[src/rtl/serial_subtractor.sv]
// serial_subtractor: bit-serial two's-complement subtractor computing A - B, LSB first,
// one full-subtractor step per clock. Start/busy/done handshake; the result and its
// borrow / signed-overflow / zero flags are held until the next operation completes.
//
// Ports:
//   iClk       rising-edge clock
//   iRstN      asynchronous active-low reset
//   iStart     request, sampled only while idle
//   iA, iB     minuend / subtrahend, captured on the accepting edge
//   oBusy      high whenever the FSM is not idle
//   oDone      one-cycle pulse; result outputs are valid from this cycle on
//   oDiff      A - B modulo 2^WIDTH
//   oBorrow    final borrow-out (A < B unsigned)
//   oOverflow  signed overflow of A - B
//   oZero      oDiff == 0
module serial_subtractor #(
  parameter int unsigned WIDTH = 8
) (
  input  logic             iClk,
  input  logic             iRstN,
  input  logic             iStart,
  input  logic [WIDTH-1:0] iA,
  input  logic [WIDTH-1:0] iB,
  output logic             oBusy,
  output logic             oDone,
  output logic [WIDTH-1:0] oDiff,
  output logic             oBorrow,
  output logic             oOverflow,
  output logic             oZero
);

  localparam int unsigned CntW = $clog2(WIDTH);
  localparam logic [CntW-1:0] LastBit = CntW'(WIDTH - 1);

  typedef enum logic [1:0] {
    StIdle,
    StRun,
    StDone
  } state_e;

  state_e state_q, state_d;

  logic [WIDTH-1:0] a_q, a_d;
  logic [WIDTH-1:0] b_q, b_d;
  logic [WIDTH-1:0] res_q, res_d;
  logic             borrow_q, borrow_d;
  logic [CntW-1:0]  cnt_q, cnt_d;

  logic [WIDTH-1:0] diff_q, diff_d;
  logic             bout_q, bout_d;
  logic             ovf_q, ovf_d;
  logic             zero_q, zero_d;

  // Full-subtractor cell on the current LSBs of the operand shift registers.
  logic             a_bit, b_bit, d_bit, bout;
  logic             last_bit;
  logic [WIDTH-1:0] res_full;

  always_comb begin
    a_bit    = a_q[0];
    b_bit    = b_q[0];
    d_bit    = a_bit ^ b_bit ^ borrow_q;
    bout     = (~a_bit & b_bit) | (~(a_bit ^ b_bit) & borrow_q);
    last_bit = (state_q == StRun) && (cnt_q == LastBit);
    // Difference bits enter from the MSB side, so after WIDTH steps bit 0 sits at bit 0.
    res_full = {d_bit, res_q[WIDTH-1:1]};
  end

  // FSM: state register
  always_ff @(posedge iClk or negedge iRstN) begin
    if (!iRstN) begin
      state_q <= StIdle;
    end else begin
      state_q <= state_d;
    end
  end

  // FSM: next-state logic
  always_comb begin
    state_d = state_q;
    unique case (state_q)
      StIdle:  if (iStart) state_d = StRun;
      StRun:   if (last_bit) state_d = StDone;
      StDone:  state_d = StIdle;
      default: state_d = StIdle;
    endcase
  end

  // FSM: outputs
  always_comb begin
    oBusy = (state_q != StIdle);
    oDone = (state_q == StDone);
  end

  // Datapath next-state
  always_comb begin
    a_d      = a_q;
    b_d      = b_q;
    res_d    = res_q;
    borrow_d = borrow_q;
    cnt_d    = cnt_q;
    diff_d   = diff_q;
    bout_d   = bout_q;
    ovf_d    = ovf_q;
    zero_d   = zero_q;
    unique case (state_q)
      StIdle: begin
        if (iStart) begin
          a_d      = iA;
          b_d      = iB;
          res_d    = '0;
          borrow_d = 1'b0;
          cnt_d    = '0;
        end
      end
      StRun: begin
        a_d      = a_q >> 1;
        b_d      = b_q >> 1;
        res_d    = res_full;
        borrow_d = bout;
        if (last_bit) begin
          cnt_d  = '0;
          diff_d = res_full;
          bout_d = bout;
          // On the last step a_bit/b_bit are the operand sign bits and d_bit the result sign.
          ovf_d  = (a_bit != b_bit) && (d_bit != a_bit);
          zero_d = (res_full == '0);
        end else begin
          cnt_d = cnt_q + 1'b1;
        end
      end
      StDone:  ;
      default: ;
    endcase
  end

  always_ff @(posedge iClk or negedge iRstN) begin
    if (!iRstN) begin
      a_q      <= '0;
      b_q      <= '0;
      res_q    <= '0;
      borrow_q <= 1'b0;
      cnt_q    <= '0;
      diff_q   <= '0;
      bout_q   <= 1'b0;
      ovf_q    <= 1'b0;
      zero_q   <= 1'b0;
    end else begin
      a_q      <= a_d;
      b_q      <= b_d;
      res_q    <= res_d;
      borrow_q <= borrow_d;
      cnt_q    <= cnt_d;
      diff_q   <= diff_d;
      bout_q   <= bout_d;
      ovf_q    <= ovf_d;
      zero_q   <= zero_d;
    end
  end

  assign oDiff     = diff_q;
  assign oBorrow   = bout_q;
  assign oOverflow = ovf_q;
  assign oZero     = zero_q;

endmodule

[config.mk]
export PLATFORM = sky130hd
export DESIGN_NAME = serial_subtractor
export DESIGN_NICKNAME = d
export VERILOG_FILES = /design/src/rtl/serial_subtractor.sv
export SDC_FILE = /design/constraint.sdc
export NUM_CORES = 1
export LEC_CHECK = 0
export ABC_AREA = 1
export CORE_MARGIN = 2
export CORE_UTILIZATION = 55
export DETAILED_ROUTE_END_ITERATION = 6
export PLACE_DENSITY = 0.83
export SYNTH_ARGS = -nofsm -noshare
export SYNTH_HDL_FRONTEND = slang
export SYNTH_SLANG_ARGS = --single-unit
[constraint.sdc]
create_clock -name iClk -period 4.2 [get_ports iClk]
set_input_delay 0.84 -clock iClk [delete_from_list [all_inputs] [get_ports iClk]]
set_output_delay 0.84 -clock iClk [all_outputs]
set_load 0.02 [all_outputs]
==> results of run 1 <==
-- layout make-up --
cell class,instances,area (um^2),area share
timing repair buffer,31,305,0.140
tap,44,55.1,0.0253
sequential,40,1000,0.460
multi-input combinational,129,667,0.306
inverter,23,88.8,0.0408
clock buffer,8,58.8,0.0270
-- cells in the mapped netlist --
master and number:
buf_2 5, nand2_1 54, dfrtp_1 40, or2_2 1
nor2_1 7, nand4_1 6, buf_6 2, nand2_4 1
o21ai_0 2, inv_4 1, buf_4 2, o21ai_2 9
ha_1 3, inv_2 1, inv_1 21, a21oi_1 1
fa_1 1, nand2_2 1, o22ai_1 8, nand3_1 35
-- per-stage QoR --
step / hold WS (ns) / cells / worst slack, ns
after floorplan: 0.466 / 201 / 2.61
after global placement: 0.465 / 267 / 1.54
after detailed placement: 0.468 / 267 / 1.51
after CTS: 0.494 / 275 / 1.77
after global routing: 0.517 / 275 / 1.69
final: 0.490 / 275 / 1.78
-- routing by layer --
layer	GRT usage	vias to the layer above
met1	0.276	651
met2	0.304	33
met5	0	-
met4	0.0912	0
li1	-	712
met3	0.0567	9
-- flip-flops by register name, indices dropped and copies added, names as in the netlist --
register	flops
oZero	1
a_q	8
state_q	2
b_q	8
cnt_q	3
oOverflow	1
oDiff	8
borrow_q	1
oBorrow	1
res_q	7
-- worst max-delay path by stage --
stage,from,endpoint,slack [ns],depth (start not counted)
final,state_q[0],oBusy,1.78,3
after global routing,state_q[0],oBusy,1.69,3
after CTS,state_q[0],oBusy,1.77,3
after detailed placement,iStart,b_q[3],1.51,5
after global placement,iStart,a_q[0],1.54,5
after floorplan,state_q[0],oDone,2.61,1
-- critical path: stages (launching register included) --
cell	delay, ns
dfrtp_1	0.50
nor2_1	0.08
inv_1	0.06
clkdlybuf4s50_1	0.61
-- where the power goes --
part           switching (uW)  internal, uW
combinational             436           293
sequential               87.5           554
clock                     114          82.7
total                     637           930
-- cell families (layout without fill, tap and decap cells) --
| family | count (synthesis) | count (layout) |
|---|---|---|
| AO/OA/AOI/OAI | 20 | 20 |
| adder cells (fa/ha/maj) | 4 | 4 |
| buffers and inverters | 32 | 62 |
| flip-flops | 40 | 40 |
| AND/OR/NAND/NOR | 105 | 105 |
==> reports/summary.json, run 1 <==
{
  "run_status": {
    "status": "completed"
  },
  "clock_tree": {
    "tritoncts": "yes",
    "cts_repair_resize_count": 0,
    "clk_pin_slew_ns": 0.10,
    "hold_buffers": 0,
    "cts_htree_levels": 2,
    "clock_latency_ns": 0.34,
    "cts_made_buffers": 5,
    "ctsLongestPathBuffers": 2,
    "cts_sinks": 40,
    "ctsRootBufferMaster": "clkbuf_4",
    "cts.repair_timing.setup_buffer_count": 0
  },
  "global_routing": {
    "grt_util_all_layers": 0.203,
    "grt_max_degree": 41,
    "grt_pass1_wl_mm": 5.59,
    "antenna_found_initial": 0,
    "total_grt_overflow": 0,
    "via_count_of_the_first_global_routing_pass": 1301
  },
  "critical_path": {
    "setup.worst_path.class": "reg -> out",
    "worst-endpoint-arrival_ns": 1.58,
    "worst-endpoint-required_ns": 3.36,
    "endpoint_kind": "output port",
    "ff2ff_setup_slack_ns": 2.40,
    "reg2regPathDepth": 5,
    "critical_path.max_fanout": 6,
    "timing.rr.end": "a_q[0]",
    "cp-start-kind": "register",
    "timing.rr.start": "state_q[1]"
  },
  "synth": {
    "synth_xor_area_frac": 0,
    "ys_seq_elements": 40,
    "netlist_top_cells_area": "dfrtp_1 55%, nand2_1 11%, nand3_1 9.6%",
    "synth_compound_area_frac": 0.0791,
    "synth_warnings": 0,
    "synth_cell_types": 20,
    "synthCells": 201,
    "dominant_combinational_cell_family_by_area_after_synthesis": "simple AND/OR/NAND/NOR gates",
    "portion_of_netlist_area_occupied_by_mux_cells": 0,
    "ys_seq_area_frac": 0.550,
    "synth_simple_gate_area_share": 0.256,
    "syn_area_per_cell_um2": 9.05,
    "syn_area_um2": 1820,
    "yosysTopAreaCellShare": 0.550,
    "mappedNetlistNets": 224,
    "synth_fa_ha_area_frac": 0.0316,
    "synth_top_cell_by_area": "dfrtp_1"
  },
  "timing": {
    "final.setup_skew_ns": 0.00646,
    "setup_repair_after_global_routing_missed_its_margin": "false",
    "maxClockFrequency_ghz": 0.413,
    "hold_viol": 0,
    "post-route-min-period_ns": 2.42,
    "timing_worst_slew_pin_value_ns": 0.833,
    "timing.max_slew.rel_slack": 0.445,
    "fin_setup_tns_ns": 0,
    "timing.final.crit_share": 0.576,
    "timing_max_transition_violations_final": 0,
    "timing.final.setup_violations": 0
  },
  "floorplan": {
    "die-area_um2": 3780,
    "floorplan.rows": 20,
    "floorplan.core_area_um2": 3100,
    "die_y_um": 61.5,
    "starting_utilization_of_the_core_area": 0.586,
    "chipWidth_um": 61.5,
    "pin_count": 32
  },
  "drt": {
    "maxUsedRoutingLayer": "met4",
    "initialDrtViolationCount": 115,
    "routedWlPerCell_um": 11.7,
    "wl_met1_mm": 1.53,
    "drtPass1Iterations": 4,
    "route.vias.total": 1405,
    "met2WireLength_mm": 1.46,
    "vias_per_cell": 5.11,
    "antenna_left": 0,
    "drc": 0,
    "wirelength_mm": 3.21,
    "detailroute.wirelength.met3_um": 137
  },
  "hold_path": {
    "worst_hold_path.endpoint": "oDiff[7]",
    "min_delay_src": "oDiff[7]",
    "hold_path.class": "reg -> reg",
    "hold_path_depth": 2
  },
  "layout": {
    "number_of_fill_cells": 260,
    "layout-drive-gt1-share": 0.0909,
    "diodes": 0,
    "nets": 253,
    "mostFrequentLayoutCell": "nand2_1",
    "postLayoutCoreUtil": 0.701,
    "final_design_area_no_fill_um2": 2180,
    "area_delta_synth_final_pct": 19.6,
    "final_cell_mix": "54 x nand2_1, 40 x dfrtp_1, 35 x nand3_1"
  },
  "placed_design": {
    "finalWeightedCongestion": 0.773,
    "buffer_ports.inserted": 31,
    "dp_hpwl_mm": 2.23,
    "post_placement_cell_area_um2": 2120
  },
  "flow_run": {
    "max_cap_violations": 0
  },
  "pwr": {
    "worst_ir_drop_vdd_mv": 0.306,
    "p_leak_uw": 0.00107,
    "totalPowerFinal_uw": 1570,
    "power.density_cell_area_nw_per_um2": 720
  }
}
(Power assumes the default switching activity.)
==> inputs of run 2 (changes only) <==
--- a/config.mk
+++ b/config.mk
@@ -7,9 +7,9 @@
 export LEC_CHECK = 0
 export ABC_AREA = 1
 export CORE_MARGIN = 2
-export CORE_UTILIZATION = 55
+export CORE_UTILIZATION = 52
 export DETAILED_ROUTE_END_ITERATION = 6
-export PLACE_DENSITY = 0.83
+export PLACE_DENSITY = 0.79
 export SYNTH_ARGS = -nofsm -noshare
 export SYNTH_HDL_FRONTEND = slang
 export SYNTH_SLANG_ARGS = --single-unit
==> constraint.sdc (replaced) <==
create_clock -name iClk -period 2.4 [get_ports iClk]
set_input_delay 0.48 -clock iClk [delete_from_list [all_inputs] [get_ports iClk]]
set_output_delay 0.48 -clock iClk [all_outputs]
set_load 0.02 [all_outputs]
==> run 2 against run 1 <==
Combinational power grew 74%; clock power grew 63%; die area grew 5.4%; non-clock buffer count grew 1; power grew 73%; core utilization shrank 5.0 points; sequential power grew 74%; hold slack lost 0.26 ns; register-to-register slack lost 1.7 ns; setup slack lost 1.4 ns; largest cell class unchanged.
==> reports/summary.json, run 2 (synthesis gave the netlist of run 1 again) <==
{
  "run_status": {
    "status": "completed"
  },
  "placed_design": {
    "placement.setup.worst_slack": {"value": 0.367, "unit": "ns", "change": "-1.14 ns"},
    "buffer_ports.inserted": {"value": 31, "change": "unchanged"},
    "place.detailed.instances": {"value": 270, "change": "+1.1%"},
    "dp_hpwl": {"value": 2.30, "unit": "mm", "change": "+2.9%"},
    "finalWeightedCongestion": {"value": 0.753, "change": "-2.6%"}
  },
  "critical_path": {
    "slowest_delay": {"value": 0.59, "unit": "ns", "change": "-0.02 ns"},
    "ff2ff_setup_slack": {"value": 0.70, "unit": "ns", "change": "-1.70 ns"},
    "worst-endpoint-required": {"value": 1.92, "unit": "ns", "change": "-1.44 ns"},
    "setup.worst_path.class": "reg -> out",
    "critical_path.max_fanout": {"value": 6, "change": "unchanged"},
    "cp-start-kind": "register",
    "timing.rr.start": "state_q[1]",
    "crit_start": "state_q[0]",
    "cpMaxStageDelayCell": "clkdlybuf4s50_1",
    "critical-path-top-delay-family": "buffers and inverters",
    "endpoint_kind": "output port",
    "cp_cell_instances": "nor2_1 > inv_1 > clkdlybuf4s50_1",
    "worst-endpoint-arrival": {"value": 1.57, "unit": "ns", "change": "about the same"},
    "timing.critical_path.buf_inv": {"value": 2, "change": "unchanged"}
  },
  "global_routing": {
    "grt_util_all_layers": {"value": 0.202, "change": "-0.000880"},
    "grt_max_degree": {"value": 41, "change": "unchanged"},
    "antenna_found_initial": {"value": 0, "change": "unchanged"},
    "total_grt_overflow": {"value": 0, "change": "unchanged"},
    "via_count_of_the_first_global_routing_pass": {"value": 1405, "change": "+8.0%"},
    "grt_pass1_wl": {"value": 6.22, "unit": "mm", "change": "+11%"}
  },
  "pwr": {
    "power.density_cell_area": {"value": 1250, "unit": "nW/um^2", "change": "+73%"},
    "worst_ir_drop_vdd": {"value": 0.462, "unit": "mV", "change": "+51%"},
    "share_of_total_power_consumed_by_net_switching": {"value": 0.413, "change": "+0.00686"},
    "netSwitchingPower": {"value": 1120, "unit": "uW", "change": "+76%"},
    "combPwrFrac": {"value": 0.469, "change": "+0.004"},
    "power.sequential.fraction": {"value": 0.414, "change": "+0.004"},
    "p_leak": {"value": 0.00107, "unit": "uW", "change": "about the same"},
    "pwr-share-clk": {"value": 0.117, "change": "-0.008"},
    "totalPowerFinal": {"value": 2720, "unit": "uW", "change": "+73%"},
    "intPower": {"value": 1590, "unit": "uW", "change": "+71%"}
  },
  "drt": {
    "route.vias.total": {"value": 1416, "change": "+0.78%"},
    "wirelength": {"value": 3.36, "unit": "mm", "change": "+4.7%"},
    "vias_per_cell": {"value": 5.11, "change": "about the same"},
    "drtPass1Iterations": {"value": 4, "change": "unchanged"},
    "drc": {"value": 0, "change": "unchanged"},
    "initialDrtViolationCount": {"value": 32, "change": "-72%"},
    "antenna_left": {"value": 0, "change": "unchanged"},
    "routedWlPerCell": {"value": 12.1, "unit": "um", "change": "+4.0%"}
  },
  "clock_tree": {
    "ctsLongestPathBuffers": {"value": 2, "change": "unchanged"},
    "clk_pin_slew": {"value": 0.11, "unit": "ns", "change": "about the same"},
    "cts.repair_timing.setup_buffer_count": {"value": 0, "change": "unchanged"},
    "hold_buffers": {"value": 0, "change": "unchanged"},
    "clock_latency": {"value": 0.35, "unit": "ns", "change": "about the same"},
    "tritoncts": "yes",
    "cts_sinks": {"value": 40, "change": "unchanged"},
    "ctsRootBufferMaster": "clkbuf_4",
    "cts_made_buffers": {"value": 5, "change": "unchanged"},
    "cts_repair_resize_count": {"value": 0, "change": "unchanged"},
    "cts_htree_levels": {"value": 2, "change": "unchanged"}
  },
  "timing": {
    "hold_viol": {"value": 0, "change": "unchanged"},
    "timing_worst_slew_pin_value": {"value": 0.870, "unit": "ns", "change": "+0.0365 ns"},
    "timing_max_transition_violations_final": {"value": 0, "change": "unchanged"},
    "timing.max_slew.rel_slack": {"value": 0.420, "change": "-0.0243"},
    "timing.final.ws_setup": {"value": 0.353, "unit": "ns", "change": "-1.43 ns"},
    "post-route-min-period_ns": 2.05,
    "final.hold.worst_slack": {"value": 0.233, "unit": "ns", "change": "-0.256 ns"},
    "setup_repair_after_global_routing_missed_its_margin": "false",
    "final.setup_skew": {"value": 0.00687, "unit": "ns", "change": "+0.000412 ns"},
    "fin_setup_tns": {"value": 0, "unit": "ns", "change": "unchanged"},
    "timing.final.crit_share": 0.853,
    "maxClockFrequency_ghz": 0.489,
    "timing.final.setup_violations": {"value": 0, "change": "unchanged"}
  },
  "floorplan": {
    "die_y": {"value": 63.2, "unit": "um", "change": "+2.7%"},
    "die-area": {"value": 3990, "unit": "um^2", "change": "+5.4%"},
    "chipWidth": {"value": 63.2, "unit": "um", "change": "+2.7%"},
    "starting_utilization_of_the_core_area": {"value": 0.545, "change": "-0.0411"},
    "floorplan.rows": {"value": 21, "change": "+5.0%"},
    "floorplan.core_area": {"value": 3340, "unit": "um^2", "change": "+7.5%"},
    "pin_count": {"value": 32, "change": "unchanged"}
  },
  "hold_path": {
    "hold_path.class": "in -> async"
  },
  "layout": {
    "nets": {"value": 254, "change": "+0.40%"},
    "final_cell_mix": "54 x nand2_1, 40 x dfrtp_1, 35 x nand3_1",
    "mostFrequentLayoutCell": "nand2_1",
    "area_delta_synth_final_pct": 19.5,
    "diodes": {"value": 0, "change": "unchanged"},
    "finish.cell_count_without_fillers": {"value": 277, "change": "+0.73%"},
    "layout-drive-gt1-share": {"value": 0.0952, "change": "+0.00433"}
  },
  "flow_run": {
    "max_cap_violations": {"value": 0, "change": "unchanged"}
  }
}
-- run 2: power by group through the flow --
stage               Clock (uW)  Combinational, uW  Sequential [uW]
finish                     319               1270             1120
global route               360               1440             1170
CTS                        327               1290             1120
detailed placement           0               1290             1140
global placement             0               1250             1130
floorplan                    0                819             1220
-- run 2: cell type report --
type                       instances  area (um^2)
timing repair buffer              32          313
inverter                          23         88.8
clock inverter                     1         5.00
sequential                        40         1000
fill                             314         1160
clock buffer                       6         41.3
multi-input combinational        129          667
tap                               46         57.6
-- run 2: worst paths after layout --
check                            to  cells after the start
setup / recovery              oBusy                      3
hold / removal               a_q[2]                      1
setup reg to reg           oDiff[1]                      6
hold reg to reg            oDiff[6]                      2
max in group asynchronous    b_q[1]                      1
min in group iClk          oDiff[6]                      2
-- run 2: through the flow --
| stage | util | cell area (um^2) |
|---|---|---|
| finish | 0.651 | 2170 |
| global route | 0.651 | 2170 |
| CTS | 0.651 | 2170 |
| detailed placement | 0.637 | 2130 |
| global placement | 0.637 | 2130 |
| floorplan | - | 1820 |
-- run 2: layer usage --
metal	part of all wire	vias up	wire length (um)	global-route usage
met3	0.057	7	191	0.0607
met2	0.47	41	1590	0.331
li1	-	711	-	-
met1	0.45	657	1510	0.248
met4	0.019	0	65	0.0833
met5	0	-	0	0
